`src/rtl/mem_arbiter.sv`:
```
// Arbiter sharing the byte-serial MemUnit between instruction fetch and the load/store buffer.
// Define MEM_ARB_FIXED_PRIO_EN for fixed LSB-first priority; default build is round-robin.
module mem_arbiter #(
  parameter int unsigned ADDR_W = 32
) (
  input  logic              clk_in,
  input  logic              rst_n_in,
  input  logic              rdy_in,
  input  logic              rob_clear,
  input  logic              io_buffer_full,
  input  logic              if_req,
  input  logic [ADDR_W-1:0] if_addr,
  output logic              if_done,
  output logic [31:0]       if_rdata,
  input  logic              lsb_req,
  input  logic              lsb_wr,
  input  logic [ADDR_W-1:0] lsb_addr,
  input  logic [2:0]        lsb_len,
  input  logic [31:0]       lsb_wdata,
  output logic              lsb_done,
  output logic [31:0]       lsb_rdata,
  output logic              mu_valid,
  output logic              mu_wr,
  output logic [ADDR_W-1:0] mu_addr,
  output logic [2:0]        mu_len,
  output logic [31:0]       mu_wdata,
  input  logic [31:0]       mu_rdata,
  input  logic              mu_ready
);

  typedef enum logic [1:0] {S_IDLE, S_BUSY, S_WAIT, S_DONE} state_t;
  typedef enum logic {OWN_IF, OWN_LSB} owner_t;

  state_t      state;
  owner_t      owner;
  logic [1:0]  cnt;
  logic [2:0]  beats;
  logic        stall;
  logic        last_beat;
  logic        grant_lsb;
  logic [31:0] load_ext;
`ifndef MEM_ARB_FIXED_PRIO_EN
  owner_t      last;
`endif

  function automatic logic [2:0] beats_for(input logic [1:0] size);
    case (size)
      2'b00:   beats_for = 3'd1;
      2'b01:   beats_for = 3'd2;
      default: beats_for = 3'd4;
    endcase
  endfunction

  // Stores to the UART window may not advance while its buffer is full.
  always_comb begin
    stall     = mu_wr && (mu_addr[17:16] == 2'b11) && io_buffer_full;
    last_beat = ({1'b0, cnt} == (beats - 3'd1));
`ifdef MEM_ARB_FIXED_PRIO_EN
    grant_lsb = lsb_req;
`else
    grant_lsb = lsb_req && (!if_req || (last == OWN_IF));
`endif
  end

  always_comb begin
    load_ext = '0;
    if (!mu_wr) begin
      case (mu_len[1:0])
        2'b00:   load_ext = {{24{~mu_len[2] & mu_rdata[7]}}, mu_rdata[7:0]};
        2'b01:   load_ext = {{16{~mu_len[2] & mu_rdata[15]}}, mu_rdata[15:0]};
        default: load_ext = mu_rdata;
      endcase
    end
  end

  always_ff @(posedge clk_in or negedge rst_n_in) begin
    if (!rst_n_in) begin
      state     <= S_IDLE;
      owner     <= OWN_IF;
      cnt       <= '0;
      beats     <= '0;
      mu_valid  <= 1'b0;
      mu_wr     <= 1'b0;
      mu_addr   <= '0;
      mu_len    <= '0;
      mu_wdata  <= '0;
      if_done   <= 1'b0;
      if_rdata  <= '0;
      lsb_done  <= 1'b0;
      lsb_rdata <= '0;
`ifndef MEM_ARB_FIXED_PRIO_EN
      last      <= OWN_LSB;
`endif
    end else if (rdy_in) begin
      if (rob_clear) begin
        state    <= S_IDLE;
        cnt      <= '0;
        mu_valid <= 1'b0;
        if_done  <= 1'b0;
        lsb_done <= 1'b0;
      end else begin
        case (state)
          S_IDLE: begin
            if (if_req || lsb_req) begin
              if (grant_lsb) begin
                owner    <= OWN_LSB;
                mu_wr    <= lsb_wr;
                mu_addr  <= lsb_addr;
                mu_len   <= lsb_len;
                mu_wdata <= lsb_wdata;
                beats    <= beats_for(lsb_len[1:0]);
              end else begin
                owner    <= OWN_IF;
                mu_wr    <= 1'b0;
                mu_addr  <= if_addr;
                mu_len   <= 3'b010;
                mu_wdata <= '0;
                beats    <= 3'd4;
              end
`ifndef MEM_ARB_FIXED_PRIO_EN
              last     <= grant_lsb ? OWN_LSB : OWN_IF;
`endif
              cnt      <= '0;
              mu_valid <= 1'b1;
              state    <= S_BUSY;
            end
          end
          // mu_valid must drop on the final beat; one extra cycle would restart MemUnit.
          S_BUSY: begin
            if (!stall) begin
              if (last_beat) begin
                mu_valid <= 1'b0;
                state    <= S_WAIT;
              end else begin
                cnt <= cnt + 2'd1;
              end
            end
          end
          S_WAIT: begin
            if (mu_ready) begin
              if (owner == OWN_LSB) begin
                lsb_rdata <= load_ext;
                lsb_done  <= 1'b1;
              end else begin
                if_rdata <= mu_rdata;
                if_done  <= 1'b1;
              end
              state <= S_DONE;
            end
          end
          default: begin
            if_done  <= 1'b0;
            lsb_done <= 1'b0;
            state    <= S_IDLE;
          end
        endcase
      end
    end
  end

endmodule

```
`config.mk`:
```
export PLATFORM = sky130hd
export DESIGN_NAME = mem_arbiter
export DESIGN_NICKNAME = d
export VERILOG_FILES = /design/src/rtl/mem_arbiter.sv
export SDC_FILE = /design/constraint.sdc
export NUM_CORES = 1
export LEC_CHECK = 0
export ABC_CLOCK_PERIOD_IN_PS = 3340
export CAP_MARGIN = 40
export CORE_MARGIN = 2
export CORE_UTILIZATION = 40
export DETAILED_ROUTE_END_ITERATION = 8
export PLACE_DENSITY = 0.81
export SYNTH_ARGS = -nofsm -noshare
export SYNTH_HDL_FRONTEND = slang
export SYNTH_SLANG_ARGS = --single-unit
```
`constraint.sdc`:
```
create_clock -name clk_in -period 3.34 [get_ports clk_in]
set_input_delay 0.668 -clock clk_in [delete_from_list [all_inputs] [get_ports clk_in]]
set_output_delay 0.668 -clock clk_in [all_outputs]
set_load 0.02 [all_outputs]
```
==> results of run 1 <==
[cell families (layout without fill, tap and decap cells)]
kind of cell	count (synthesis)	after routing	synth area share, %
buffers and inverters	53	330	4.02
and+or+nand+nor	283	283	20.5
DFF	144	144	57.4
adders and majority gates	4	4	0.797
muxes	36	36	6.44
xor gates and xnor gates	3	3	0.418
AOI/OAI and AO/OA	92	92	10.4
[power by group through the flow]
stage,Sequential [mW],Combinational [mW],Clock (mW)
final,3.04,4.25,2.08
after detailed placement,3.07,4.29,0
after global placement,3.04,4.24,0
after global routing,3.15,4.57,2.18
after CTS,3.05,4.31,2.11
after floorplan,3.96,1.22,0
[cells in the mapped netlist (2+ instances only)]
cell / instances
nor2_1: 47
ha_1: 4
buf_1: 4
nand2b_1: 27
dfrtp_1: 143
xor2_1: 2
a21oi_1: 3
buf_6: 2
o211ai_1: 2
nand3_1: 37
clkbuf_1: 14
a22o_1: 18
o21ai_0: 11
o31ai_1: 9
buf_4: 4
a2bb2oi_1: 2
or3b_1: 2
a31oi_1: 32
buf_2: 19
o21a_1: 8
nor3_2: 2
mux2_2: 34
inv_1: 10
nand2_1: 154
[metal layers]
metal | track usage [%] | share of wire, %
met4 | 8.44 | 2.1
met1 | 25.4 | 40
met5 | 0 | 0
met2 | 36.9 | 49
met3 | 7.10 | 8.5
[area by class of cell]
cell class	count	area share, %
Clock inverter	13	2.04
Tap cell	211	2.68
Sequential cell	144	36.5
Inverter	10	0.381
Timing Repair Buffer	288	29.1
Multi-Input combinational cell	418	24.7
Clock buffer	19	4.49
[per-stage QoR]
stage	setup WS [ns]	instance area (um2)	util (%)	hold WS (ns)	total power, mW
3_3_place_gp	0.673	9220	60.4	0.449	7.28
3_5_place_dp	0.618	9220	60.4	0.454	7.36
5_1_grt	0.842	9860	64.6	0.281	9.90
2_1_floorplan	1.56	6280	-	0.372	5.18
6_report	0.910	9860	64.6	0.234	9.37
4_1_cts	0.904	9860	64.6	0.255	9.47
[worst min path at each step]
stage	start	end
final	rst_n_in	mu_addr[19]
after global routing	rst_n_in	mu_addr[23]
after CTS	rst_n_in	if_rdata[2]
after detailed placement	mu_wdata[14]	mu_wdata[14]
after global placement	mu_wdata[13]	mu_wdata[13]
after floorplan	rst_n_in	beats[0]
[cell usage in the layout (no fill, tap or decap), types with 3 or more instances in the layout]
cell type / instances
mux2_2: 34
clkdlybuf4s50_1: 273
o21ai_0: 11
nand3_1: 37
dfrtp_1: 143
a22o_1: 18
clkbuf_16: 17
inv_1: 10
nand2_1: 154
bufinv_16: 4
nor2_1: 46
a31oi_1: 32
ha_1: 4
inv_6: 3
a21oi_1: 3
buf_4: 12
o31ai_1: 9
o21a_1: 8
nand2b_1: 26
[sequential cells by signal, summed over array words and instances, names as in the netlist]
signal	flops
lsb_rdata	32
mu_len	3
mu_addr	32
beats	3
mu_wdata	32
last	1
if_rdata	32
if_done	1
owner	1
cnt	2
lsb_done	1
mu_wr	1
state	2
mu_valid	1
==> out/results.ini, run 1 <==
[outcome]
status=finished, final reports clean

[clocking]
path_clk_slew_ns=0.06
clk_latency_ns=0.42
numCtsBuffers=17
post_cts_resized=0
cts_max_level=4
cts-root-buf=clkbuf_16
clock_path_buffers=2
cts_setup_buffers=0
hold_buffers=0
tritoncts=built
clock-sinks=144

[route]
drt-initial-drc-count=312
drc=0
wl_mm=17.5
ant_nets=0
num_vias=5426
wl_per_cell_um=15.9
via_per_inst=4.92
firstDrtPassIters=4

[critical_path]
cp_max_fo=12
path_depth=1
path_cells=clkdlybuf4s50_1
slowest_stage=clkdlybuf4s50_1
crit_end=mu_len[0]
crit_buf_inv=1
r2r-start=state[0]
cp-end-kind=output pin
startpoint_type=register
critical_path.top_delay_family=buffers and inverters
reg2reg_slack_ns=1.29
crit_type=reg -> out
cp.arrival_ns=1.76
reg2regPathDepth=6
max_stage_delay_ns=0.71
cp.required_ns=2.67
critical_path.startpoint=mu_len[0]
reg2reg_to=lsb_rdata[29]

[global_route]
grt_antenna_before_repair=0
grt_max_degree=66
grt_pass1_vias=5482
grt_pass1_wl_mm=28.1
grt_use_total_pct=21.7
grt.overflow.total=0

[logic_synthesis]
synth_area_um2=6280
synth_edf_count=0
ys_async_sr_fraction_pct=100
syn_inst=615
syn_nets=759
synth_warnings=0
ys.flop_type=dfrtp_1
yosys_register_bits=144
synth_top_area_share_pct=57.0
avgSynthCellArea_um2=10.2
synth.area.top_cells=dfrtp_1 57%, nand2_1 9.2%, mux2_2 6.1%
yosysUniqueCellTypes=49
yosysTopAreaCell=dfrtp_1
ys_seq_area_share_pct=57.4

[sta]
max_slew_margin_pct=55.6
final_hold_viol_count=0
max_freq_mhz=411
rsz0062_at_grt=no
fin_setup_tns_ns=0
slew_violations=0
finalSetupViolations=0
post-route-period-util_pct=72.8
finClkSkew_ns=0.00959
timing.final.crit_period_ns=2.43
worst_pin_slew_ns=0.664

[floorplan]
start_util_pct=41.2
coreArea_um2=15300
dieWidth_um=129
die_height_um=129
rows=45
io_pins=275
die-area_um2=16700

[pwr]
power_density_nw_per_um2=949
p_switching_mw=3.43
p_seq_share_pct=32.4
leakagePower_nw=4.36
p_clk_share_pct=22.2
vdd_drop_max_uv=510
combPwrFrac_pct=45.4
p_sw_share_pct=36.7
p_int_mw=5.93

[placement]
gp_congestion=0.857
placedCellCount=1071
numPortBuffers=274
dpl.hpwl_mm=12.8

[layout]
instances_no_fill=1103
seqCellArea_um2=3600
fillers=1209
nets=1023
drive_gt1_share_pct=10.3
multi_input_area_um2=2440
diodes=0
synthToLayoutAreaGrowth_pct=57.1

[flow_run]
max-cap-violations=0

[worst_hold_path]
min_path_type=in -> async

(Power assumes the default switching activity.)
==> run 2: changes to the inputs <==
ABC_CLOCK_PERIOD_IN_PS = 2100   (was 3340)
CORE_UTILIZATION = 38   (was 40)
PLACE_DENSITY = 0.8   (was 0.81)
clock period = 2.1 ns   (was 3.34 ns; I/O delays follow)
==> out/results.ini, run 2 (synthesis results as in run 1) <==
[critical_path]
max_stage_delay_ns=0.65  ; was 0.71 ns
startpoint_type=register  ; unchanged
r2r-start=beats[0]  ; was state[0]
path_depth=1  ; unchanged
critical_path.startpoint=mu_len[1]  ; was mu_len[0]
crit_buf_inv=1  ; unchanged
cp.required_ns=1.68  ; was 2.67 ns
reg2reg_to=state[0]  ; was lsb_rdata[29]
cp_max_fo=9  ; was 12
slowest_stage=clkdlybuf4s50_1  ; unchanged
reg2regPathDepth=6  ; unchanged
crit_end=mu_len[1]  ; was mu_len[0]
cp-end-kind=output pin  ; unchanged
crit_type=reg -> out  ; unchanged
path_cells=clkdlybuf4s50_1  ; unchanged
reg2reg_slack_ns=0.20  ; was 1.29 ns
critical_path.top_delay_family=buffers and inverters  ; unchanged
cp.arrival_ns=1.55  ; was 1.76 ns

[route]
via_per_inst=4.93  ; was 4.92
drt-initial-drc-count=254  ; was 312
firstDrtPassIters=4  ; unchanged
wl_per_cell_um=16.5  ; was 15.9 um
ant_nets=0  ; unchanged
wl_mm=18.4  ; was 17.5 mm
drc=0  ; unchanged
num_vias=5508  ; was 5426

[clocking]
cts_max_level=4  ; unchanged
cts-root-buf=clkbuf_16  ; unchanged
path_clk_slew_ns=0.06  ; about the same
cts_setup_buffers=0  ; unchanged
numCtsBuffers=17  ; unchanged
clock-sinks=144  ; unchanged
tritoncts=built  ; unchanged
clk_latency_ns=0.41  ; was 0.42 ns
clock_path_buffers=2  ; unchanged

[global_route]
grt_util_met1_pct=25.9  ; was 25.4%
busiest_layer=met2  ; unchanged
use_met3_pct=7.66  ; was 7.10%
grt_pass1_wl_mm=30.3  ; was 28.1 mm
grt_use_met2_pct=36.9  ; about the same
grt_max_degree=58  ; was 66
grt_antenna_before_repair=0  ; unchanged
grt_pass1_vias=5712  ; was 5482
grt.overflow.total=0  ; unchanged
grt_use_total_pct=21.8  ; was 21.7%

[sta]
max_slew_margin_pct=66.0  ; was 55.6%
worst_pin_slew_ns=0.508  ; was 0.664 ns
finalSetupViolations=0  ; unchanged
hold_ws_ns=0.464  ; was 0.234 ns
post-route-period-util_pct=93.9
slew_violations=0  ; unchanged
timing.final.crit_period_ns=1.97
max_freq_mhz=507
fin_setup_tns_ns=0  ; unchanged
finClkSkew_ns=0.0112  ; was 0.00959 ns
final_hold_viol_count=0  ; unchanged
rsz0062_at_grt=no  ; unchanged

[layout]
nets=1032  ; was 1023
layout_common_cells=273 x clkdlybuf4s50_1, 154 x nand2_1, 141 x dfrtp_1  ; was 273 x clkdlybuf4s50_1, 154 x nand2_1, 143 x dfrtp_1
fillers=1364  ; was 1209
diodes=0  ; unchanged
final_common_cell=clkdlybuf4s50_1  ; unchanged
synthToLayoutAreaGrowth_pct=58.8  ; was 57.1%
utilization_pct=62.3  ; was 64.6%
drive_gt1_share_pct=11.3  ; was 10.3%

[placement]
numPortBuffers=274  ; unchanged
dpl.hpwl_mm=13.5  ; was 12.8 mm
gp_congestion=0.816  ; was 0.857

[floorplan]
dieWidth_um=133  ; was 129 um
io_pins=275  ; unchanged
coreArea_um2=16000  ; was 15300 um2
die_height_um=133  ; was 129 um
rows=46  ; was 45
start_util_pct=39.2  ; was 41.2%
die-area_um2=17600  ; was 16700 um2

[pwr]
leakagePower_nw=4.41  ; was 4.36 nW
vdd_drop_max_uv=691  ; was 510 uV
power_density_nw_per_um2=1480  ; was 949 nW/um2

[flow_run]
max-cap-violations=0  ; unchanged

[worst_hold_path]
min_path_type=reg -> reg  ; was in -> async

[outcome]
status=finished, final reports clean  ; unchanged

==> run 2: changes by cell type in the layout (fill, tap and decap cells not counted), moves of 2 or more <==
cell / change
clkinv_2: +3
bufinv_16: -2
dfrtp_2: +2
buf_12: +7
dfrtp_1: -2
==> run 2: worst min path at each step <==
| stage | from | endpoint | slack (ns) | cells past startpoint |
|---|---|---|---|---|
| 3_3_place_gp | rst_n_in | lsb_rdata[3] | 0.39 | 1 |
| 5_1_grt | mu_wdata[25] | mu_wdata[25] | 0.49 | 2 |
| 6_report | mu_wdata[22] | mu_wdata[22] | 0.46 | 2 |
| 4_1_cts | mu_wdata[22] | mu_wdata[22] | 0.47 | 2 |
| 2_1_floorplan | rst_n_in | beats[0] | 0.12 | 0 |
| 3_5_place_dp | rst_n_in | lsb_rdata[4] | 0.39 | 1 |
==> run 2: metal layers <==
layer / vias up / wire length (um) / part of all wire (%)
li1: 2636 / - / -
met1: 2631 / 7320 / 40
met2: 215 / 9270 / 50
met3: 26 / 1440 / 7.8
met4: 0 / 361 / 2.0
met5: - / 0 / 0
==> run 2: area by class of cell <==
type	count	area, um2	area share (%)
clock buffer	18	429	4.30
timing repair buffer	297	3030	30.4
tap	216	270	2.71
clock inverter	14	155	1.56
inverter	10	37.5	0.376
multi-input combinational	418	2440	24.5
sequential	144	3610	36.2
==> run 2: what timing repair did <==
item	CTS	global route
gates resized for setup	1	1
endpoints found under the hold margin	43	0
hold buffers	1	0
endpoints found under the setup margin	1	1
pin swaps	0	0
==> run 2: metrics by stage <==
stage / power (mW) / setup slack [ns] / cell area (um2) / cells
2_1_floorplan: 8.24 / 0.335 / 6280 / 615
3_3_place_gp: 11.7 / 0.0595 / 9370 / 1084
3_5_place_dp: 11.8 / 0.00271 / 9370 / 1084
4_1_cts: 14.9 / 0.0248 / 9970 / 1117
5_1_grt: 15.6 / 0.0516 / 9970 / 1117
6_report: 14.8 / 0.128 / 9970 / 1117
==> run 2: power breakdown <==
part / switching (mW) / total (mW) / internal (mW)
sequential: 0.833 / 4.91 / 4.07
combinational: 3.48 / 6.85 / 3.38
clock: 1.23 / 3.00 / 1.77
==> run 2: tightest hold or removal path: cells and delay by family (launching register included) <==
| family | cells | cell delay [ns] |
|---|---|---|
| flops | 1 | 0.34 |
| simple gates | 2 | 0.10 |
